--- src/rtl/ahb2fifo_pkg.sv ---
// Shared encodings, header layout and FSM states for the AHB slave to FIFO bridge.
// burst_len maps HBURST onto the number of data beats moved per header.
package ahb2fifo_pkg;

  localparam logic [1:0] HTRANS_IDLE   = 2'b00;
  localparam logic [1:0] HTRANS_NONSEQ = 2'b10;

  localparam logic [2:0] HBURST_SINGLE = 3'd0;
  localparam logic [2:0] HBURST_INCR   = 3'd1;
  localparam logic [2:0] HBURST_WRAP4  = 3'd2;
  localparam logic [2:0] HBURST_INCR4  = 3'd3;
  localparam logic [2:0] HBURST_WRAP8  = 3'd4;
  localparam logic [2:0] HBURST_INCR8  = 3'd5;
  localparam logic [2:0] HBURST_WRAP16 = 3'd6;
  localparam logic [2:0] HBURST_INCR16 = 3'd7;

  localparam logic [1:0] HRESP_OKAY  = 2'b00;
  localparam logic [1:0] HRESP_ERROR = 2'b01;

  localparam int HDR_WRITE_LSB = 0;
  localparam int HDR_TRANS_LSB = 1;
  localparam int HDR_BURST_LSB = 3;
  localparam int HDR_SIZE_LSB  = 6;
  localparam int HDR_W         = 9;

  typedef enum logic [2:0] {
    ST_IDLE,
    ST_HDR,
    ST_ADDR,
    ST_WDATA,
    ST_RWAIT,
    ST_RDATA,
    ST_ERR1,
    ST_ERR2
  } state_t;

  // Undefined-length INCR moves a single beat per header, like SINGLE.
  function automatic logic [4:0] burst_len(input logic [2:0] hburst);
    logic [4:0] len;
    case (hburst)
      HBURST_WRAP4,  HBURST_INCR4:  len = 5'd4;
      HBURST_WRAP8,  HBURST_INCR8:  len = 5'd8;
      HBURST_WRAP16, HBURST_INCR16: len = 5'd16;
      HBURST_SINGLE, HBURST_INCR:   len = 5'd1;
      default:                      len = 5'd1;
    endcase
    return len;
  endfunction

  function automatic logic [HDR_W-1:0] make_header(input logic [2:0] hsize,
                                                   input logic [2:0] hburst,
                                                   input logic [1:0] htrans,
                                                   input logic       hwrite);
    logic [HDR_W-1:0] h;
    h = '0;
    h[HDR_SIZE_LSB  +: 3] = hsize;
    h[HDR_BURST_LSB +: 3] = hburst;
    h[HDR_TRANS_LSB +: 2] = htrans;
    h[HDR_WRITE_LSB]      = hwrite;
    return h;
  endfunction

endpackage

--- src/rtl/ahb2fifo_read_timer.sv ---
// Read-beat timeout counter plus the drain counter that discards read data
// still owed by the backward FIFO after a timed-out burst.
module ahb2fifo_read_timer
  import ahb2fifo_pkg::*;
#(
  parameter int TIMEOUT = 256
) (
  input  logic       HCLK,
  input  logic       HRESETn,
  input  logic       rd_wait,
  input  logic       rd_pop,
  input  logic       brd_vld,
  input  logic [4:0] beats_left,
  output logic       tmo_hit,
  output logic       tmo_evt,
  output logic       drain_active,
  output logic [4:0] drain_cnt
);

  localparam int TW       = (TIMEOUT == 0) ? 1 : $clog2(TIMEOUT + 1);
  localparam int TMO_LAST = (TIMEOUT == 0) ? 0 : TIMEOUT - 1;

  logic [TW-1:0] tmo_cnt;

  assign drain_active = (drain_cnt != 5'd0);
  assign tmo_hit      = (TIMEOUT != 0) && rd_wait && !rd_pop && (tmo_cnt == TW'(TMO_LAST));

  // The counter only runs while a beat is owed and none arrives; a hit ends the burst.
  always_ff @(posedge HCLK) begin
    if (!HRESETn) begin
      tmo_cnt   <= '0;
      tmo_evt   <= 1'b0;
      drain_cnt <= 5'd0;
    end else begin
      tmo_evt <= tmo_hit;
      if (!rd_wait || rd_pop || tmo_hit)
        tmo_cnt <= '0;
      else
        tmo_cnt <= tmo_cnt + TW'(1);
      if (tmo_hit)
        drain_cnt <= beats_left;
      else if (drain_active && brd_vld)
        drain_cnt <= drain_cnt - 5'd1;
    end
  end

endmodule

--- src/rtl/ahb2fifo_slave_bridge.sv ---
// AHB slave that serialises each transaction into the forward FIFO as
// header, address and write data, and returns read beats from the backward FIFO.
module ahb2fifo_slave_bridge
  import ahb2fifo_pkg::*;
#(
  parameter int DW      = 32,
  parameter int FIFO_AW = 5,
  parameter int TIMEOUT = 256
) (
  input  logic              HCLK,
  input  logic              HRESETn,
  input  logic              HSEL,
  input  logic [31:0]       HADDR,
  input  logic [1:0]        HTRANS,
  input  logic              HWRITE,
  input  logic [2:0]        HSIZE,
  input  logic [2:0]        HBURST,
  input  logic [DW-1:0]     HWDATA,
  output logic [DW-1:0]     HRDATA,
  output logic [1:0]        HRESP,
  input  logic              HREADYin,
  output logic              HREADYout,
  output logic              fwr_clk,
  input  logic              fwr_rdy,
  output logic              fwr_vld,
  output logic [DW-1:0]     fwr_dat,
  input  logic [FIFO_AW:0]  fwr_cnt,
  output logic              brd_clk,
  output logic              brd_rdy,
  input  logic              brd_vld,
  input  logic [DW-1:0]     brd_dat,
  input  logic [FIFO_AW:0]  brd_cnt,
  output logic              tmo_evt
);

  state_t      state, state_next;
  logic [2:0]  hsize_q, hburst_q;
  logic [1:0]  htrans_q;
  logic        hwrite_q;
  logic [31:0] haddr_q;
  logic [4:0]  len_q, beat_cnt, beats_left, drain_cnt;
  logic [DW-1:0] hrdata_q;
  logic        new_txn, capture, last_wbeat, hdr_ok;
  logic        fwr_push, rd_rdy, rd_pop, tmo_hit, drain_active;
  logic        unused_brd_cnt;

  assign fwr_clk = HCLK;
  assign brd_clk = HCLK;
  assign HRDATA  = hrdata_q;

  // Occupancy is informational only; read pops are decided by brd_vld.
  assign unused_brd_cnt = ^brd_cnt;

  assign new_txn    = HSEL && HREADYin && HTRANS[1];
  assign last_wbeat = (beat_cnt == len_q - 5'd1);
  assign capture    = new_txn && ((state == ST_IDLE) || ((state == ST_WDATA) && last_wbeat));
  assign beats_left = len_q - beat_cnt;
  assign hdr_ok     = (32'(fwr_cnt) >= 32'(len_q) + 32'd2) && (hwrite_q || !drain_active);
  assign fwr_push   = fwr_vld && fwr_rdy;
  assign rd_pop     = rd_rdy && brd_vld && !drain_active;
  assign brd_rdy    = rd_rdy || drain_active;

  ahb2fifo_read_timer #(.TIMEOUT(TIMEOUT)) u_timer (
    .HCLK         (HCLK),
    .HRESETn      (HRESETn),
    .rd_wait      (rd_rdy),
    .rd_pop       (rd_pop),
    .brd_vld      (brd_vld),
    .beats_left   (beats_left),
    .tmo_hit      (tmo_hit),
    .tmo_evt      (tmo_evt),
    .drain_active (drain_active),
    .drain_cnt    (drain_cnt)
  );

  always_ff @(posedge HCLK) begin
    if (!HRESETn) state <= ST_IDLE;
    else          state <= state_next;
  end

  always_comb begin
    state_next = state;
    case (state)
      ST_IDLE:  if (new_txn) state_next = ST_HDR;
      ST_HDR:   if (fwr_push) state_next = ST_ADDR;
      ST_ADDR:  if (fwr_push) state_next = hwrite_q ? ST_WDATA : ST_RWAIT;
      ST_WDATA: if (last_wbeat) state_next = new_txn ? ST_HDR : ST_IDLE;
      ST_RWAIT: begin
        if (rd_pop)       state_next = ST_RDATA;
        else if (tmo_hit) state_next = ST_ERR1;
      end
      ST_RDATA: begin
        if (beats_left == 5'd0) state_next = ST_IDLE;
        else if (rd_pop)        state_next = ST_RDATA;
        else if (tmo_hit)       state_next = ST_ERR1;
        else                    state_next = ST_RWAIT;
      end
      ST_ERR1:  state_next = ST_ERR2;
      ST_ERR2:  state_next = ST_IDLE;
      default:  state_next = ST_IDLE;
    endcase
  end

  // RDATA is the cycle a popped beat is presented, so HREADYout follows the state.
  always_comb begin
    HREADYout = 1'b1;
    HRESP     = HRESP_OKAY;
    fwr_vld   = 1'b0;
    fwr_dat   = '0;
    rd_rdy    = 1'b0;
    case (state)
      ST_HDR: begin
        HREADYout = 1'b0;
        fwr_vld   = hdr_ok;
        fwr_dat   = DW'(make_header(hsize_q, hburst_q, htrans_q, hwrite_q));
      end
      ST_ADDR: begin
        HREADYout = 1'b0;
        fwr_vld   = 1'b1;
        fwr_dat   = DW'(haddr_q);
      end
      ST_WDATA: begin
        fwr_vld = 1'b1;
        fwr_dat = HWDATA;
      end
      ST_RWAIT: begin
        HREADYout = 1'b0;
        rd_rdy    = (beats_left != 5'd0);
      end
      ST_RDATA: rd_rdy = (beats_left != 5'd0);
      ST_ERR1: begin
        HREADYout = 1'b0;
        HRESP     = HRESP_ERROR;
      end
      ST_ERR2: HRESP = HRESP_ERROR;
      default: ;
    endcase
  end

  always_ff @(posedge HCLK) begin
    if (!HRESETn) begin
      hsize_q  <= 3'd0;
      hburst_q <= 3'd0;
      htrans_q <= 2'd0;
      hwrite_q <= 1'b0;
      haddr_q  <= 32'd0;
      len_q    <= 5'd1;
      beat_cnt <= 5'd0;
      hrdata_q <= '0;
    end else begin
      if (capture) begin
        hsize_q  <= HSIZE;
        hburst_q <= HBURST;
        htrans_q <= HTRANS;
        hwrite_q <= HWRITE;
        haddr_q  <= HADDR;
        len_q    <= burst_len(HBURST);
      end
      if (state == ST_ADDR)
        beat_cnt <= 5'd0;
      else if ((state == ST_WDATA) || rd_pop)
        beat_cnt <= beat_cnt + 5'd1;
      if (rd_pop)
        hrdata_q <= brd_dat;
    end
  end

endmodule

--- config.mk ---
export PLATFORM = sky130hd
export DESIGN_NAME = ahb2fifo_slave_bridge
export DESIGN_NICKNAME = d
export VERILOG_FILES = /design/src/rtl/ahb2fifo_pkg.sv /design/src/rtl/ahb2fifo_read_timer.sv /design/src/rtl/ahb2fifo_slave_bridge.sv
export SDC_FILE = /design/constraint.sdc
export NUM_CORES = 1
export LEC_CHECK = 0
export ABC_AREA = 1
export CAP_MARGIN = 15
export CORE_MARGIN = 2
export CORE_UTILIZATION = 30
export DETAILED_ROUTE_END_ITERATION = 8
export SLEW_MARGIN = 20
export SYNTH_ARGS = -nofsm -noshare
export SYNTH_HDL_FRONTEND = slang
export SYNTH_SLANG_ARGS = --single-unit
--- constraint.sdc ---
create_clock -name HCLK -period 2.3 [get_ports HCLK]
set_input_delay 0.46 -clock HCLK [delete_from_list [all_inputs] [get_ports HCLK]]
set_output_delay 0.46 -clock HCLK [all_outputs]
set_load 0.03 [all_outputs]
==> flow_summary.toml <==
[worst_setup_path]
crit_path_max_fanout = 3
critPathCaptureType = "output port"
worst-setup-path-type = "reg2out"
timing.critical_path.from_type = "register"
critical_path_arrival_ns = 1.92
worst-endpoint-required_ns = 1.84

[sta]
whs_ns = 0.453
timing.final.max_slew_violations = 0
fmax_mhz = 420
setup_ws_ns = -0.0816
rsz0062_at_grt = "true"
setup_tns_ns = -0.102
min_period_over_period = 1.04
finalSetupViolations = 2
report.final.hold_viol_count = 0
clock_skew_ns = 0.00693
finalCriticalPeriod_ns = 2.38

[global_routing]
wire_length_of_the_first_global_routing_pass_um = 23300
grt-ovfl-total = 0
grt_start_max_net_pins = 46
vias_in_the_first_global_route = 4594
antenna_violations_before_repair = 0
groute.usage.overall = 0.174

[clocking]
clk_latency_ns = 0.46
cts.hold.buffers_added = 0
clock_tree_from_tritoncts = "yes"
clkTransAtPathRegs_ns = 0.06

[pwr]
p_comb_frac = 0.329
p_sw_mw = 1.91
seq_power_share = 0.351
irDropWorstVdd_mv = 0.321
cellLeakagePower_nw = 3.13
clock_power_share = 0.321
sw_share = 0.334
power-per-cell-area_nw_per_um2 = 742
p_int_mw = 3.80

[synthesis]
syn_nets = 789
synth.avg_cell_area_um2 = 7.30
seq_area_frac_synth = 0.420
postSynthRegisterBits = 100
synthesis.instances = 653
yosysWarnings = 0
ys_types = 36
netlist_area_um2 = 4770

[outcome]
outcome = "finished with violations"
violations = "setup timing"

[routing]
remaining_drc_errors = 0
routed-via-count = 4917
initialDrtViolationCount = 182
tritonroute_pass_1_iters = 4
drt-vias-per-instance = 4.56
wl_um = 14800
wl_per_cell_um = 13.7
final_antenna_net_count = 0

[placed_design]
gp_routability_congestion = 0.811
port_buffers = 187
detailed_place_hpwl_um = 10100

[final_layout]
fillers = 1568
drive_above_1_share = 0.180
postLayoutCoreUtil = 0.490
nets = 997
antenna-diode-count = 0
syn2layout_area_growth_pct = 61.3

[die]
rows = 46
boundaryPins = 195
core-area_um2 = 15700
floorplan.die.width_um = 130
die_area_um2 = 16900
initial_utilization = 0.304
chipHeight_um = 130

[run]
max_cap_violations = 0

[min_path]
hold_class = "reg2reg"
-- worst max-delay path, cell delays in order, from the launching register on --
cell,delay (ns)
dfxtp_2,0.34
inv_2,0.06
ha_4,0.16
inv_4,0.05
ha_4,0.14
nand2_2,0.06
inv_2,0.05
nor2_2,0.04
nor3_2,0.12
nand3_2,0.11
nand2_2,0.09
nand4_1,0.10
buf_6,0.16
-- power groups by stage --
| stage | clock network, mW | logic [mW] | registers (mW) |
|---|---|---|---|
| 3_3_place_gp | 0.145 | 1.62 | 2.02 |
| 4_1_cts | 1.87 | 1.82 | 1.99 |
| 5_1_grt | 1.95 | 2.06 | 2.02 |
| 6_report | 1.83 | 1.88 | 2.00 |
| 2_1_floorplan | 0.130 | 0.997 | 2.00 |
| 3_5_place_dp | 0.145 | 1.63 | 2.02 |
-- cell type report --
| class | count | area (µm²) | area share |
|---|---|---|---|
| Clock inverter | 2 | 15.0 | 0.00195 |
| Clock buffer | 17 | 350 | 0.0455 |
| Tap cell | 216 | 270 | 0.0351 |
| Timing Repair Buffer | 225 | 2310 | 0.300 |
| Inverter | 53 | 206 | 0.0268 |
| Multi-Input combinational cell | 466 | 2520 | 0.327 |
| Sequential cell | 100 | 2020 | 0.263 |
-- sequential cells by signal, summed over array words and instances, names as in the netlist --
name and cells:
u_timer.tmo_cnt 9, hwrite_q 1, beat_cnt 5, HRDATA 32
len_q 4, hburst_q 3, u_timer.tmo_evt 1, haddr_q 32
hsize_q 3, state 3, htrans_q 2, u_timer.drain_cnt 5
-- layout by cell type (no fill, tap or decap), types with 6 or more instances in the layout --
cell type / count
dfxtp_1: 90
buf_12: 8
nand2_2: 8
clkbuf_16: 15
nand2_1: 138
buf_4: 45
buf_6: 18
o21ai_0: 46
dfxtp_2: 6
a22o_1: 24
ha_1: 8
nand3_1: 22
clkdlybuf4s50_1: 150
inv_2: 13
inv_1: 38
a21oi_1: 52
nor2_1: 100
-- logic make-up (layout without fill, tap and decap cells) --
kind of cell             after synthesis  count (layout)  share of synthesized area
adder cells (fa/ha/maj)               13              13                     0.0341
XOR/XNOR                               9               9                     0.0165
other                                  1               1                   0.000786
flip-flops                           100             100                      0.420
AO/OA/AOI/OAI                        141             141                      0.178
AND/OR/NAND/NOR                      302             302                      0.265
buffers and inverters                 87             297                     0.0858
-- per-stage QoR --
stage | std cells | power [mW] | setup slack (ns) | area [µm²]
floorplan | 653 | 3.13 | 0.133 | 4770
global placement | 1039 | 3.78 | -0.0693 | 6820
CTS | 1073 | 5.69 | -0.139 | 7510
detailed placement | 1039 | 3.79 | -0.0641 | 6820
finish | 1079 | 5.71 | -0.0816 | 7690
global route | 1079 | 6.03 | -0.190 | 7690
-- per-layer routing --
| metal | GRT usage | vias to the layer above | share of wire |
|---|---|---|---|
| met2 | 0.278 | 128 | 0.47 |
| met3 | 0.0574 | 22 | 0.060 |
| met5 | 0 | - | 0 |
| met4 | 0.0557 | 0 | 0.016 |
| li1 | - | 2554 | - |
| met1 | 0.223 | 2213 | 0.45 |
-- cell usage after synthesis --
cell | number | share of area
nand4_1 | 3 | 0.0039
o21ai_4 | 1 | 0.0034
clkbuf_1 | 13 | 0.010
a22oi_1 | 8 | 0.013
dfxtp_1 | 100 | 0.42
nand3b_1 | 2 | 0.0031
inv_1 | 47 | 0.037
o21ai_0 | 47 | 0.049
buf_6 | 5 | 0.012
a21oi_1 | 54 | 0.057
or2_2 | 1 | 0.0013
o211ai_1 | 3 | 0.0047
buf_4 | 9 | 0.014
buf_2 | 7 | 0.0073
xnor2_1 | 5 | 0.0092
o21bai_1 | 1 | 0.0016
a211oi_2 | 1 | 0.0026
xor2_1 | 4 | 0.0073
ha_1 | 13 | 0.034
nand3_4 | 1 | 0.0037
nand3_1 | 26 | 0.027
nand2_1 | 143 | 0.11
conb_1 | 1 | 0.00079
nor3b_1 | 4 | 0.0063
inv_2 | 5 | 0.0039
a211oi_1 | 1 | 0.0016
nand2_2 | 4 | 0.0052
nor2_4 | 3 | 0.0071
nand3_2 | 1 | 0.0021
inv_4 | 1 | 0.0013
nor2_1 | 105 | 0.083
nor3_1 | 7 | 0.0073
nor2_2 | 1 | 0.0013
nor4_1 | 1 | 0.0013
a22o_1 | 24 | 0.044
o22ai_1 | 1 | 0.0013
-- path summary, 6_finish.rpt --
check	from	end	slack, ns	cells past startpoint
setup / recovery	len_q[0]	brd_rdy	-0.08	12
hold / removal	hburst_q[1]	hburst_q[1]	0.45	2
setup reg to reg	len_q[0]	u_timer.drain_cnt[4]	0.18	17
hold reg to reg	hburst_q[1]	hburst_q[1]	0.45	2
-- what timing repair did --
item,4_1_cts,5_1_grt
pin swaps,10,22
gates resized for setup,42,40
cloned,2,1
buffers inserted,15,5
endpoints found under the setup margin,37,28
Power figures use the tool's default switching activity.
